--- src/rtl/sample_merge_16.sv ---
// sample_merge_16: assembles pairs of bytes from the ADC capture path into
// 16-bit signed samples. Handles byte order, offset-binary conversion,
// resync on a frame marker and timeout of a half-received sample.
module sample_merge_16 #(
    parameter int WIDTH      = 16,
    parameter int BYTE_W     = 8,
    parameter bit MSB_FIRST  = 1'b0,
    parameter bit OFFSET_BIN = 1'b1,
    parameter int TIMEOUT    = 255
) (
    input  logic                     clk,
    input  logic                     rst,
    input  logic                     start_i,
    input  logic                     byte_valid_i,
    input  logic [BYTE_W-1:0]        byte_i,
    input  logic                     frame_i,
    output logic signed [WIDTH-1:0]  data_o,
    output logic                     merge_finished_o,
    output logic                     err_o
);

    // A sample is exactly two bytes; anything else cannot be assembled.
    if (WIDTH != 2*BYTE_W) begin : g_bad_width
        $error("sample_merge_16: WIDTH must equal 2*BYTE_W");
    end
    if (TIMEOUT < 1 || TIMEOUT > 255) begin : g_bad_timeout
        $error("sample_merge_16: TIMEOUT must be in 1..255");
    end

    localparam logic [7:0] TO_LAST = 8'(TIMEOUT - 1);

    typedef enum logic [1:0] {
        IDLE   = 2'd0,
        FIRST  = 2'd1,
        SECOND = 2'd2
    } state_t;

    state_t              state;
    logic [BYTE_W-1:0]   hold;
    logic [7:0]          timer;
    logic [WIDTH-1:0]    merged;

    // Order held/incoming bytes into {hi,lo} and convert offset binary.
    always_comb begin
        merged = MSB_FIRST ? {hold, byte_i} : {byte_i, hold};
        if (OFFSET_BIN)
            merged[WIDTH-1] = ~merged[WIDTH-1];
    end

    // Byte-pair FSM; outputs are registered and strobes last one cycle.
    always_ff @(posedge clk or negedge rst) begin
        if (!rst) begin
            state            <= IDLE;
            hold             <= '0;
            timer            <= '0;
            data_o           <= '0;
            merge_finished_o <= 1'b0;
            err_o            <= 1'b0;
        end else begin
            merge_finished_o <= 1'b0;
            err_o            <= 1'b0;
            if (!start_i) begin
                // Disable wins over everything; a partial byte is silently lost.
                state <= IDLE;
                timer <= '0;
            end else begin
                case (state)
                    IDLE: state <= FIRST;
                    FIRST: begin
                        if (byte_valid_i) begin
                            hold  <= byte_i;
                            timer <= '0;
                            state <= SECOND;
                        end
                    end
                    SECOND: begin
                        if (byte_valid_i && !frame_i) begin
                            data_o           <= merged;
                            merge_finished_o <= 1'b1;
                            state            <= FIRST;
                        end else if (byte_valid_i) begin
                            // Frame marker mid-sample: restart with this byte.
                            err_o <= 1'b1;
                            hold  <= byte_i;
                            timer <= '0;
                        end else if (timer == TO_LAST) begin
                            err_o <= 1'b1;
                            timer <= '0;
                            state <= FIRST;
                        end else if (timer != 8'hFF) begin
                            timer <= timer + 8'd1;
                        end
                    end
                    default: state <= IDLE;
                endcase
            end
        end
    end

endmodule
--- config.mk ---
export PLATFORM = sky130hd
export DESIGN_NAME = sample_merge_16
export DESIGN_NICKNAME = d
export VERILOG_FILES = /design/src/rtl/sample_merge_16.sv
export SDC_FILE = /design/constraint.sdc
export NUM_CORES = 1
export LEC_CHECK = 0
export BUFFER_PORTS_ARGS = -buffer_cell sky130_fd_sc_hd__buf_2
export CORE_MARGIN = 4
export CORE_UTILIZATION = 34
export DETAILED_ROUTE_END_ITERATION = 10
export REMOVE_ABC_BUFFERS = 1
export SLEW_MARGIN = 25
export SYNTH_ARGS = -nofsm -noshare
export SYNTH_HDL_FRONTEND = slang
export SYNTH_SLANG_ARGS = --single-unit
--- constraint.sdc ---
create_clock -name clk -period 1.95 [get_ports clk]
set_input_delay 0.2925 -clock clk [delete_from_list [all_inputs] [get_ports clk]]
set_output_delay 0.2925 -clock clk [all_outputs]
set_load 0.005 [all_outputs]
==> impl_metrics.tcl <==
set metrics [dict create \
    routed_wl_um 3000 \
    wire_per_inst_um 14.1 \
    tightest_slew_ps 771 \
    vias_per_cell 5.31 \
    core_mm2 0.00450 \
    synth_mux_area_share_pct 18.5 \
    cts_root_buffer "clkbuf_8" \
    clk_pin_slew_ps 70 \
    synth_cell_types 37 \
    finalSetupTns_ps 0 \
    initial_core_util_pct 36.1 \
    grt.met2_usage_pct 17.7 \
    status "complete, no violations" \
    fin_crit_sh_pct 87.0 \
    synth-edff-count 0 \
    vdd_drop_max_mv 0.289 \
    critical_path_class "flip-flop to flip-flop" \
    cts_made_buffers 5 \
    cts_tree "yes" \
    fin_nets 175 \
    arrival_ps 1860 \
    seq_area_frac_synth_pct 55.4 \
    htree_levels 2 \
    setup.worst_path.start "timer[1]" \
    synth_top_family_by_area "multiplexers" \
    slew_violations 0 \
    antenna_found_initial 0 \
    clock_latency_ps 280 \
    hold_class "input port to asynchronous set/reset pin" \
    areaGrowthSynthToFinish_pct 19.4 \
    critPathRequiredTime_ps 2110 \
    synth-seq-cells 36 \
    synthSimpleGateAreaFrac_pct 14.9 \
    ys_warn_count 0 \
    fp.dieH_um 77.2 \
    netlist.top_cell.by_area "dfrtp_1" \
    crit_path_end_kind "flip-flop" \
    busiest_layer "met2" \
    num_antenna_cells 0 \
    drive_above_1_share_pct 39.1 \
    gr-total-overflow 0 \
    layout_setup_ws_ps 253 \
    fin_crit_ps 1700 \
    cp_top_family "flip-flops" \
    clock_sinks 36 \
    syn_avg_cell_area_um2 13.1 \
    dp_hpwl_um 2170 \
    crit_fanout 8 \
    synth_compound_area_share_pct 7.38 \
    gp_congestion 0.849 \
    grt_max_degree 37 \
    gr-usage-met3_pct 4.57 \
    grt_util_all_layers_pct 10.6 \
    hold_buffers 0 \
    netlist.area_leader.share_pct 55.4 \
    core.rowCount 24 \
    rsz0062_at_grt "false" \
    r2r-start "timer[1]" \
    post-place-ws_ps 171 \
    die_area_mm2 0.00595 \
    io_buffers 30 \
    drcViolationCount 0 \
    clock_skew_ps 2.64 \
    yosys.area_share.adder_pct 1.54 \
    grt_pass1_vias 1139 \
    cpPeakStageDelay_ps 410 \
    hold_viol 0 \
    cp_num_buf_inv 0 \
    startpoint_type "flip-flop" \
    synth.top_cells.by_count "dfrtp_1, mux2_2, mux2_1" \
    fillers 441 \
    netlist_area_mm2 0.00163 \
    slowest_stage "dfrtp_1" \
    cts_buffer_depth 2 \
    synth_most_common_cell "dfrtp_1" \
    drv_cap 0 \
    drt_pass1_iterations 4 \
    first_iter_violations 57 \
    slew-limit-headroom_pct 48.6 \
    synth_ff_type "dfrtp_1" \
    async_reset_ff_share_pct 100 \
    grt_pass1_wl_um 5050 \
    setup_viol 0 \
    ys_top_cells_by_area "dfrtp_1, mux2_2, mux2_1, mux2i_1, a211o_1" \
    grtUsageMet1_pct 11.8 \
    powerDensity_mw_per_mm2 921 \
    total_power_uw 1790 \
    syn_inst 124 \
    die_x_um 77.2 \
    vias 1131 \
    ant_nets 0 \
    cts_resized 0 \
    yosys.area_share.xor_xnor_pct 0 \
    p_leak_uw 0.000984 \
    max_freq_mhz 589 \
    io_pins 31 \
    cp_cell_sequence "ha_1, nand3_1, nor4_2, a21o_2, mux2_1" \
    post_cts_buffers 0 \
]
## layout make-up
type | instances | area, um2 | area share [%]
tap | 52 | 65.1 | 3.35
timing repair buffer | 32 | 165 | 8.51
clock buffer | 6 | 72.6 | 3.74
clock inverter | 2 | 35.0 | 1.80
sequential | 36 | 901 | 46.4
inverter | 2 | 7.51 | 0.387
multi-input combinational | 83 | 696 | 35.8
## state kept, by name (all words and copies together) (netlist names)
name and count:
state 2, err_o 1, data_o 16, hold 8, merge_finished_o 1, timer 8
## per-stage QoR
step | hold WS (ps) | util [%] | cells | instance area, um2
6_report | 80.2 | 43.1 | 213 | 1940
4_1_cts | 107 | 42.9 | 213 | 1930
5_1_grt | 142 | 43.1 | 213 | 1940
3_5_place_dp | 416 | 40.6 | 205 | 1830
2_1_floorplan | -3.09 | - | 121 | 1600
3_3_place_gp | 398 | 40.6 | 205 | 1830
## per-layer routing
metal | routed length, um | part of all wire [%]
met4 | 40 | 1.3
met3 | 220 | 7.3
met1 | 1270 | 42
met2 | 1470 | 49
met5 | 0 | 0
## logic make-up after synthesis
logic type                 count (synthesis)
muxes                                     27
buffers and inverters                      5
DFF                                       36
AOI/OAI and AO/OA                         17
adders and majority gates                  2
and+or+nand+nor                           37
## power breakdown
group | switching [uW] | internal (uW) | total (uW)
logic | 104 | 142 | 246
clock network | 251 | 379 | 630
registers | 52.0 | 861 | 913
total | 407 | 1380 | 1790
## worst paths after layout
path	end	slack, ps	depth (start not counted)
worst max-delay path	timer[1]	250	5
worst min-delay path	hold[4]	80	1
worst max register to register	timer[1]	250	5
worst min register to register	data_o[11]	480	1
max in group asynchronous	state[0]	1370	1
min in group clk	data_o[15]	220	2
## cell usage in the layout, fill, tap and decap left out, types with 2 or more instances in the layout
master,n
inv_1,2
nor3_1,4
and3_1,4
clkbuf_8,5
a21oi_1,4
a211o_1,3
nor2_1,3
or3_1,2
buf_2,30
buf_4,2
nand3_1,3
nand2_1,5
mux2_1,9
ha_1,2
dfrtp_1,36
o21ai_0,3
a221o_1,2
nor2_4,2
mux2_2,15
mux2i_1,3
## worst reg2reg max path, cell delays in order, from the launching register on
cell     delay (ps)
dfrtp_1         410
ha_1            210
nand3_1         180
nor4_2          210
a21o_2          240
mux2_1          340
(Power assumes the default switching activity.)
